===== config.mk =====
export PLATFORM = sky130hd
export DESIGN_NAME = frame_buffer_writer
export DESIGN_NICKNAME = d
export VERILOG_FILES = /design/src/rtl/image_pkg.sv /design/src/rtl/frame_ram.sv /design/src/rtl/frame_buffer_writer.sv
export SDC_FILE = /design/constraint.sdc
export NUM_CORES = 2
export LEC_CHECK = 0
export ABC_AREA = 0
export CORE_UTILIZATION = 50
export CTS_CLUSTER_DIAMETER = 80
export CTS_CLUSTER_SIZE = 24
export DETAILED_ROUTE_END_ITERATION = 12
export GPL_TIMING_DRIVEN = 0
export PLACE_DENSITY = 0.61
export REMOVE_ABC_BUFFERS = 1
export SLEW_MARGIN = 20
export SYNTH_ARGS = -nofsm -noshare
export SYNTH_HDL_FRONTEND = slang
export SYNTH_SLANG_ARGS = --single-unit

===== constraint.sdc =====
create_clock -name clk -period 5.1 [get_ports clk]
set_clock_uncertainty 0.15 [all_clocks]
set_input_delay 1.275 -clock clk [delete_from_list [all_inputs] [get_ports clk]]
set_output_delay 1.275 -clock clk [all_outputs]
set_load 0.01 [all_outputs]

===== src/rtl/image_pkg.sv =====
// Shared types and constants for the image pipeline (frame size, pixel width, writer FSM states).
package image_pkg;

    localparam int unsigned IMG_DIM     = 16;
    localparam int unsigned PIX_W       = 16;
    localparam int unsigned FRAME_WORDS = 256;

    typedef logic [3:0]  coord_t;
    typedef logic [15:0] pixel_t;

    typedef enum logic [1:0] {
        IDLE,
        FILL,
        DRAIN
    } fbw_state_t;

endpackage


===== src/rtl/frame_ram.sv =====
// Single-clock frame store: one write port, one registered read port, no reset on the array.
module frame_ram #(
    parameter int unsigned Depth = 256,
    parameter int unsigned Width = 16,
    parameter int unsigned AddrW = 8
) (
    input  logic             clk_i,
    input  logic             we_i,
    input  logic [AddrW-1:0] waddr_i,
    input  logic [Width-1:0] wdata_i,
    input  logic             re_i,
    input  logic [AddrW-1:0] raddr_i,
    output logic [Width-1:0] rdata_o
);

    logic [Width-1:0] mem_q [Depth];
    logic [Width-1:0] rdata_q;

    // Write port.
    always_ff @(posedge clk_i) begin
        if (we_i) begin
            mem_q[waddr_i] <= wdata_i;
        end
    end

    // Read port; the output register holds its word while re_i is low.
    always_ff @(posedge clk_i) begin
        if (re_i) begin
            rdata_q <= mem_q[raddr_i];
        end
    end

    assign rdata_o = rdata_q;

endmodule


===== src/rtl/frame_buffer_writer.sv =====
// Captures one 16x16 frame into frame_ram, then streams it out in raster order over valid/ready.
// Optional feature: define FRAME_CHECKSUM_EN to append a 16-bit sum of all FILL writes as the
// final stream word.
module frame_buffer_writer
    import image_pkg::*;
#(
    parameter int unsigned IMG_DIM = 16,
    parameter int unsigned PIX_W   = 16
) (
    input  logic                       clk,
    input  logic                       nrst,
    input  logic                       clear,
    input  logic                       pix_valid,
    input  logic [$clog2(IMG_DIM)-1:0] x,
    input  logic [$clog2(IMG_DIM)-1:0] y,
    input  logic [PIX_W-1:0]           pixel_in,
    input  logic                       out_ready,
    output logic                       out_valid,
    output logic [PIX_W-1:0]           out_data,
    output logic                       out_last,
    output logic                       busy,
    output logic                       frame_done,
    output logic                       overflow,
    output logic                       sync_err
);

    localparam int unsigned CoordW = $clog2(IMG_DIM);
    localparam int unsigned AddrW  = 2 * CoordW;
    localparam int unsigned Words  = IMG_DIM * IMG_DIM;
    localparam int unsigned CntW   = AddrW + 1;
`ifdef FRAME_CHECKSUM_EN
    localparam int unsigned StreamWords = Words + 1;
`else
    localparam int unsigned StreamWords = Words;
`endif
    localparam logic [CntW-1:0] LastIdx = CntW'(StreamWords - 1);
    localparam logic [CntW-1:0] EndIdx  = CntW'(StreamWords);

    fbw_state_t       state_q, state_d;
    logic [CntW-1:0]  cnt_q, cnt_d;          // words issued to the output register so far
    logic             out_valid_q, out_valid_d;
    logic             out_last_q, out_last_d;
    logic             frame_done_q, frame_done_d;
    logic             overflow_q, overflow_d;
    logic             sync_err_q, sync_err_d;
    logic             ram_we, ram_re;
    logic [PIX_W-1:0] ram_rdata, word;
    logic             origin, corner;
`ifdef FRAME_CHECKSUM_EN
    logic [PIX_W-1:0] csum_q, csum_d;
    logic             csum_sel_q, csum_sel_d;
`endif

    assign origin = (x == '0) && (y == '0);
    assign corner = (x == '1) && (y == '1);

    frame_ram #(
        .Depth (Words),
        .Width (PIX_W),
        .AddrW (AddrW)
    ) u_frame_ram (
        .clk_i   (clk),
        .we_i    (ram_we),
        .waddr_i ({y, x}),
        .wdata_i (pixel_in),
        .re_i    (ram_re),
        .raddr_i (cnt_q[AddrW-1:0]),
        .rdata_o (ram_rdata)
    );

    // Next-state: capture, drain with the RAM read register as prefetch stage, abort.
    always_comb begin
        state_d      = state_q;
        cnt_d        = cnt_q;
        out_valid_d  = out_valid_q;
        out_last_d   = out_last_q;
        frame_done_d = 1'b0;
        overflow_d   = overflow_q;
        sync_err_d   = sync_err_q;
        ram_we       = 1'b0;
        ram_re       = 1'b0;
`ifdef FRAME_CHECKSUM_EN
        csum_d       = csum_q;
        csum_sel_d   = csum_sel_q;
`endif
        if (clear) begin
            state_d     = IDLE;
            cnt_d       = '0;
            out_valid_d = 1'b0;
            out_last_d  = 1'b0;
            overflow_d  = 1'b0;
            sync_err_d  = 1'b0;
`ifdef FRAME_CHECKSUM_EN
            csum_sel_d  = 1'b0;
`endif
        end else begin
            unique case (state_q)
                IDLE: begin
                    if (pix_valid) begin
                        if (origin) begin
                            ram_we  = 1'b1;
                            state_d = FILL;
`ifdef FRAME_CHECKSUM_EN
                            csum_d  = pixel_in;
`endif
                        end else begin
                            sync_err_d = 1'b1;
                        end
                    end
                end
                FILL: begin
                    if (pix_valid) begin
                        ram_we = 1'b1;
`ifdef FRAME_CHECKSUM_EN
                        csum_d = csum_q + pixel_in;
`endif
                        if (corner) begin
                            state_d = DRAIN;
                            cnt_d   = '0;
                        end
                    end
                end
                DRAIN: begin
                    if (pix_valid) begin
                        overflow_d = 1'b1;
                    end
                    if (out_valid_q && out_ready && out_last_q) begin
                        state_d      = IDLE;
                        cnt_d        = '0;
                        out_valid_d  = 1'b0;
                        out_last_d   = 1'b0;
                        frame_done_d = 1'b1;
`ifdef FRAME_CHECKSUM_EN
                        csum_sel_d   = 1'b0;
`endif
                    end else if ((!out_valid_q || out_ready) && (cnt_q != EndIdx)) begin
                        // Output slot is free or being emptied: fetch the next word into it.
                        ram_re      = ~cnt_q[AddrW];
                        out_valid_d = 1'b1;
                        out_last_d  = (cnt_q == LastIdx);
                        cnt_d       = cnt_q + 1'b1;
`ifdef FRAME_CHECKSUM_EN
                        csum_sel_d  = cnt_q[AddrW];
`endif
                    end
                end
                default: begin
                    state_d = IDLE;
                end
            endcase
        end
    end

    // State and flag registers.
    always_ff @(posedge clk or negedge nrst) begin
        if (!nrst) begin
            state_q      <= IDLE;
            cnt_q        <= '0;
            out_valid_q  <= 1'b0;
            out_last_q   <= 1'b0;
            frame_done_q <= 1'b0;
            overflow_q   <= 1'b0;
            sync_err_q   <= 1'b0;
        end else begin
            state_q      <= state_d;
            cnt_q        <= cnt_d;
            out_valid_q  <= out_valid_d;
            out_last_q   <= out_last_d;
            frame_done_q <= frame_done_d;
            overflow_q   <= overflow_d;
            sync_err_q   <= sync_err_d;
        end
    end

`ifdef FRAME_CHECKSUM_EN
    // Running checksum and checksum-word select.
    always_ff @(posedge clk or negedge nrst) begin
        if (!nrst) begin
            csum_q     <= '0;
            csum_sel_q <= 1'b0;
        end else begin
            csum_q     <= csum_d;
            csum_sel_q <= csum_sel_d;
        end
    end

    assign word = csum_sel_q ? csum_q : ram_rdata;
`else
    assign word = ram_rdata;
`endif

    // RAM read register is not reset, so gate the data bus while no word is presented.
    assign out_data   = out_valid_q ? word : '0;
    assign out_valid  = out_valid_q;
    assign out_last   = out_last_q;
    assign busy       = (state_q != IDLE);
    assign frame_done = frame_done_q;
    assign overflow   = overflow_q;
    assign sync_err   = sync_err_q;

endmodule


==> impl_metrics.csv <==
group,metric,value,unit
placement,placed_cells_incl_taps,11300,
placement,post-place-ws,-1300,ps
timing,timing.slew.headroom,23.1,%
global_routing,grt_antenna_before_repair,19,
detailed_routing,detailedRoute.firstPassIterationCount,6,
timing,tightest_slew,1150,ps
power_and_ir_drop,irDropWorstVdd,301,uV
detailed_routing,detail_route.drc_violations,0,
worst_hold_path,worst_hold_path_type,"flop to flop",
timing,post-route-min-period,5150,ps
clocking,clock_sink_count,4128,
placement,place_congestion,0.804,
floorplanning,placement_rows,206,
logic_synthesis,synth_top_area_share,77.8,%
floorplanning,die_area,320000,sq um
global_routing,gr_usage_total,26.8,%
logic_synthesis,avgSynthCellArea,22.0,sq um
logic_synthesis,yosysWarnings,0,
detailed_routing,detail-route-antenna-nets,0,
logic_synthesis,synth-seq-cells,4128,
detailed_routing,route.final.wire_length,427000,microns
logic_synthesis,synth-seq-area-share,78.1,%
global_routing,grt_pass1_wl,594000,microns
finish,nets,7437,
detailed_routing,vias,76300,
power_and_ir_drop,static_power_due_to_leakage,51.3,nW
power_and_ir_drop,switching_share,19.6,%
logic_synthesis,post-synth-top-area-cell,"edfxtp_1",
clocking,root_buffer,"clkbuf_16",
outcome,failed_checks,"negative setup slack",
clocking,cts_tree,"built",
setup_path,category_of_the_most_critical_setup_path,"input port to flop",
placement,place.port_buffers,50,
logic_synthesis,synthesis.instances,7223,
power_and_ir_drop,clock_power_share,31.8,%
floorplanning,width_of_the_chip,565,microns
setup_path,timing.critical_path.required,5580,ps
logic_synthesis,synth_ff_type,"edfxtp_1",
logic_synthesis,synth-async-reset-ratio,0.388,%
clocking,ctsLongestPathBuffers,4,
timing,final_hold_violation_count,0,
timing,layout_worst_path_cycle_share,101,%
timing,finalSetupViolCount,18,
finish,final.fill_count,23000,
clocking,cts_htree_levels,4,
floorplanning,floorplan.io_pins,51,
logic_synthesis,synthTopCellsByCount,"4112 x edfxtp_1, 919 x mux4_2, 330 x nor2_1",
detailed_routing,route.detailed.vias_per_inst,6.57,
timing,finalWorstSetupSlack,-49.0,ps
logic_synthesis,ys_types,71,
detailed_routing,avgRoutedWirePerCell,36.8,microns
clocking,numCtsBuffers,202,
power_and_ir_drop,comb_power_share,1.5,%
finish,final_layout_size_suffix_gt1_share,26.1,%
finish,area_growth,11.1,%
global_routing,first_global_vias,75500,
logic_synthesis,post-synth-top-count-cell,"edfxtp_1",
detailed_routing,drt_iter0_drc,10200,
setup_path,cpMaxStageDelayCell,"or4_4",
global_routing,gr-total-overflow,0,
power_and_ir_drop,power_switching,10.9,mW
setup_path,critPathMaxFanout,16,
timing,final_max_slew_viol_count,0,
logic_synthesis,synth-edff-count,4112,
setup_path,crit_path_start_kind,"input port",
timing,setup_total_negative_slack,-374,ps
setup_path,critPathCaptureType,"flop",
setup_path,critical_path_arrival,5630,ps
timing,achievable-frequency,194,MHz
global_routing,grt_start_max_net_pins,123,
clocking,clk_pin_slew_worst_paths,90,ps
timing,unrepaired_setup_endpoints_after_global_routing,"yes",
finish,instances_no_fill,11600,
run,maxCapViolations,0,
power_and_ir_drop,design_power_total,55.8,mW
power_and_ir_drop,sequential_power_share,66.7,%
power_and_ir_drop,power_per_cell_area,317,nW/um^2
setup_path,cp_top_family,"simple AND/OR/NAND/NOR gates",
clocking,insertion_delay,900,ps
logic_synthesis,synth_area,159000,sq um
placement,placed_cell_area,170000,sq um
floorplanning,design.core.area,315000,sq um
power_and_ir_drop,cellInternalPower,44.9,mW
outcome,outcome,"complete, but fails checks",
logic_synthesis,synthTopCellsByArea,"edfxtp_1 78%, mux4_2 13%, mux2i_1 1.7%",
floorplanning,die-height,565,microns
floorplanning,initial_core_util,50.3,%
setup_path,critical_path.max_stage_delay,910,ps
placement,dpl.hpwl,272000,microns
finish,layout.cell_area.non_filler,176000,sq um
setup_path,cp_cell_sequence,"clkdlybuf4s50_1, or4_4, nor4b_2, nor2_1, nor4_4, buf_6, nand2_1, nor2_2, buf_8",
setup_path,critical_path.n_buffers_inverters,3,
-- layout make-up --
class / instances / area, sq um / share of cell area [%]
antenna: 12 / 30.0 / 0.0170
clock buffer: 210 / 5170 / 2.93
clock inverter: 29 / 324 / 0.184
inverter: 7 / 35.0 / 0.0199
multi-input combinational: 2662 / 34300 / 19.5
sequential: 4128 / 124000 / 70.3
tap: 4160 / 5200 / 2.95
timing repair buffer: 404 / 7300 / 4.14
-- what timing repair did --
| item | CTS | global route |
|---|---|---|
| pin swaps | 5 | 4 |
| gates resized for setup | 31 | 14 |
| setup endpoints to repair | 197 | 85 |
| gates cloned | 1 | 1 |
| setup buffers | 9 | 4 |
| hold buffers | 0 | 0 |
-- logic make-up (layout without fill, tap and decap cells) --
group	count (synthesis)	after routing	synth area share, %
other cells	0	12	0
fa+ha+maj	3	3	0.0237
mux	1243	1243	15.2
flops	4128	4128	78.1
compound gates	673	673	3.03
simple gates	736	737	2.13
buf+inv	434	650	1.52
xor+xnor	6	6	0.0331
-- power by group through the flow --
| stage | combinational [mW] | sequential [mW] | clock, mW |
|---|---|---|---|
| after floorplan | 0.0220 | 38.0 | 0 |
| after global placement | 0.650 | 38.4 | 0 |
| after detailed placement | 0.845 | 38.0 | 0 |
| after CTS | 0.843 | 37.2 | 18.0 |
| after global routing | 0.880 | 37.2 | 19.0 |
| final | 0.845 | 37.2 | 17.8 |
-- metal layers --
layer	vias up	global-route usage [%]	wire length, microns
li1	30700	-	-
met1	41400	37.4	169000
met2	3514	42.7	205000
met3	616	5.22	36900
met4	18	8.86	16100
met5	-	0	129
-- tightest hold or removal path, delay by kind of cell, from the launching register on --
family	cells	cell delay, ps
compound gates	1	50
simple gates	1	70
flops	1	360
-- final timing paths --
kind,from,endpoint,slack [ps],cells after the start
setup / recovery,x[1],u_frame_ram.mem_q[138][4]$_DFFE_PP_,-50,9
hold / removal,sync_err$_DFFE_PN0P_,sync_err$_DFFE_PN0P_,360,2
setup reg to reg,cnt_q[1]$_DFFE_PN0P_,u_frame_ram.rdata_o[4]$_DFFE_PP_,0,12
hold reg to reg,sync_err$_DFFE_PN0P_,sync_err$_DFFE_PN0P_,360,2
max in group asynchronous,nrst,cnt_q[5]$_DFFE_PN0P_,3570,1
min in group asynchronous,nrst,overflow$_DFFE_PN0P_,660,1
-- sequential cells by signal, indices dropped and copies added (netlist names) --
signal / cells
cnt_q: 9
frame_done: 1
out_last: 1
out_valid: 1
overflow: 1
state_q: 2
sync_err: 1
u_frame_ram.mem_q: 4096
u_frame_ram.rdata_o: 16
-- cells in the final DEF (no fill, tap or decap), types with 8 or more instances in the layout --
master	instances
nand4_1	10
nor4_1	15
mux4_2	919
nor4_2	14
buf_16	127
o221ai_1	13
nor2_2	147
a22oi_1	234
mux2_2	41
mux2i_1	276
a31oi_1	16
nand3_1	53
buf_4	12
o31ai_1	10
nand2_4	10
edfxtp_1	4112
nand2_1	121
nand2_2	12
or3_1	11
nor2_1	67
clkdlybuf4s50_1	34
dfrtp_1	8
nor3_1	21
and2_1	21
o22ai_1	43
buf_6	91
a221oi_1	61
clkbuf_16	207
o211ai_1	38
buf_12	52
diode_2	12
clkinv_2	8
buf_8	85
nor2_4	116
nand2b_1	30
a22o_1	24
a211oi_1	14
o21ai_0	54
nor2b_1	19
a21oi_1	90
-- through the flow --
| stage | util, % | hold slack [ps] |
|---|---|---|
| 6_report | 55.9 | 356 |
| 3_3_place_gp | 51.4 | 335 |
| 3_5_place_dp | 54.0 | 337 |
| 4_1_cts | 55.8 | 358 |
| 2_1_floorplan | - | 365 |
| 5_1_grt | 55.9 | 415 |
No activity file was read; power rests on OpenSTA's default activity.
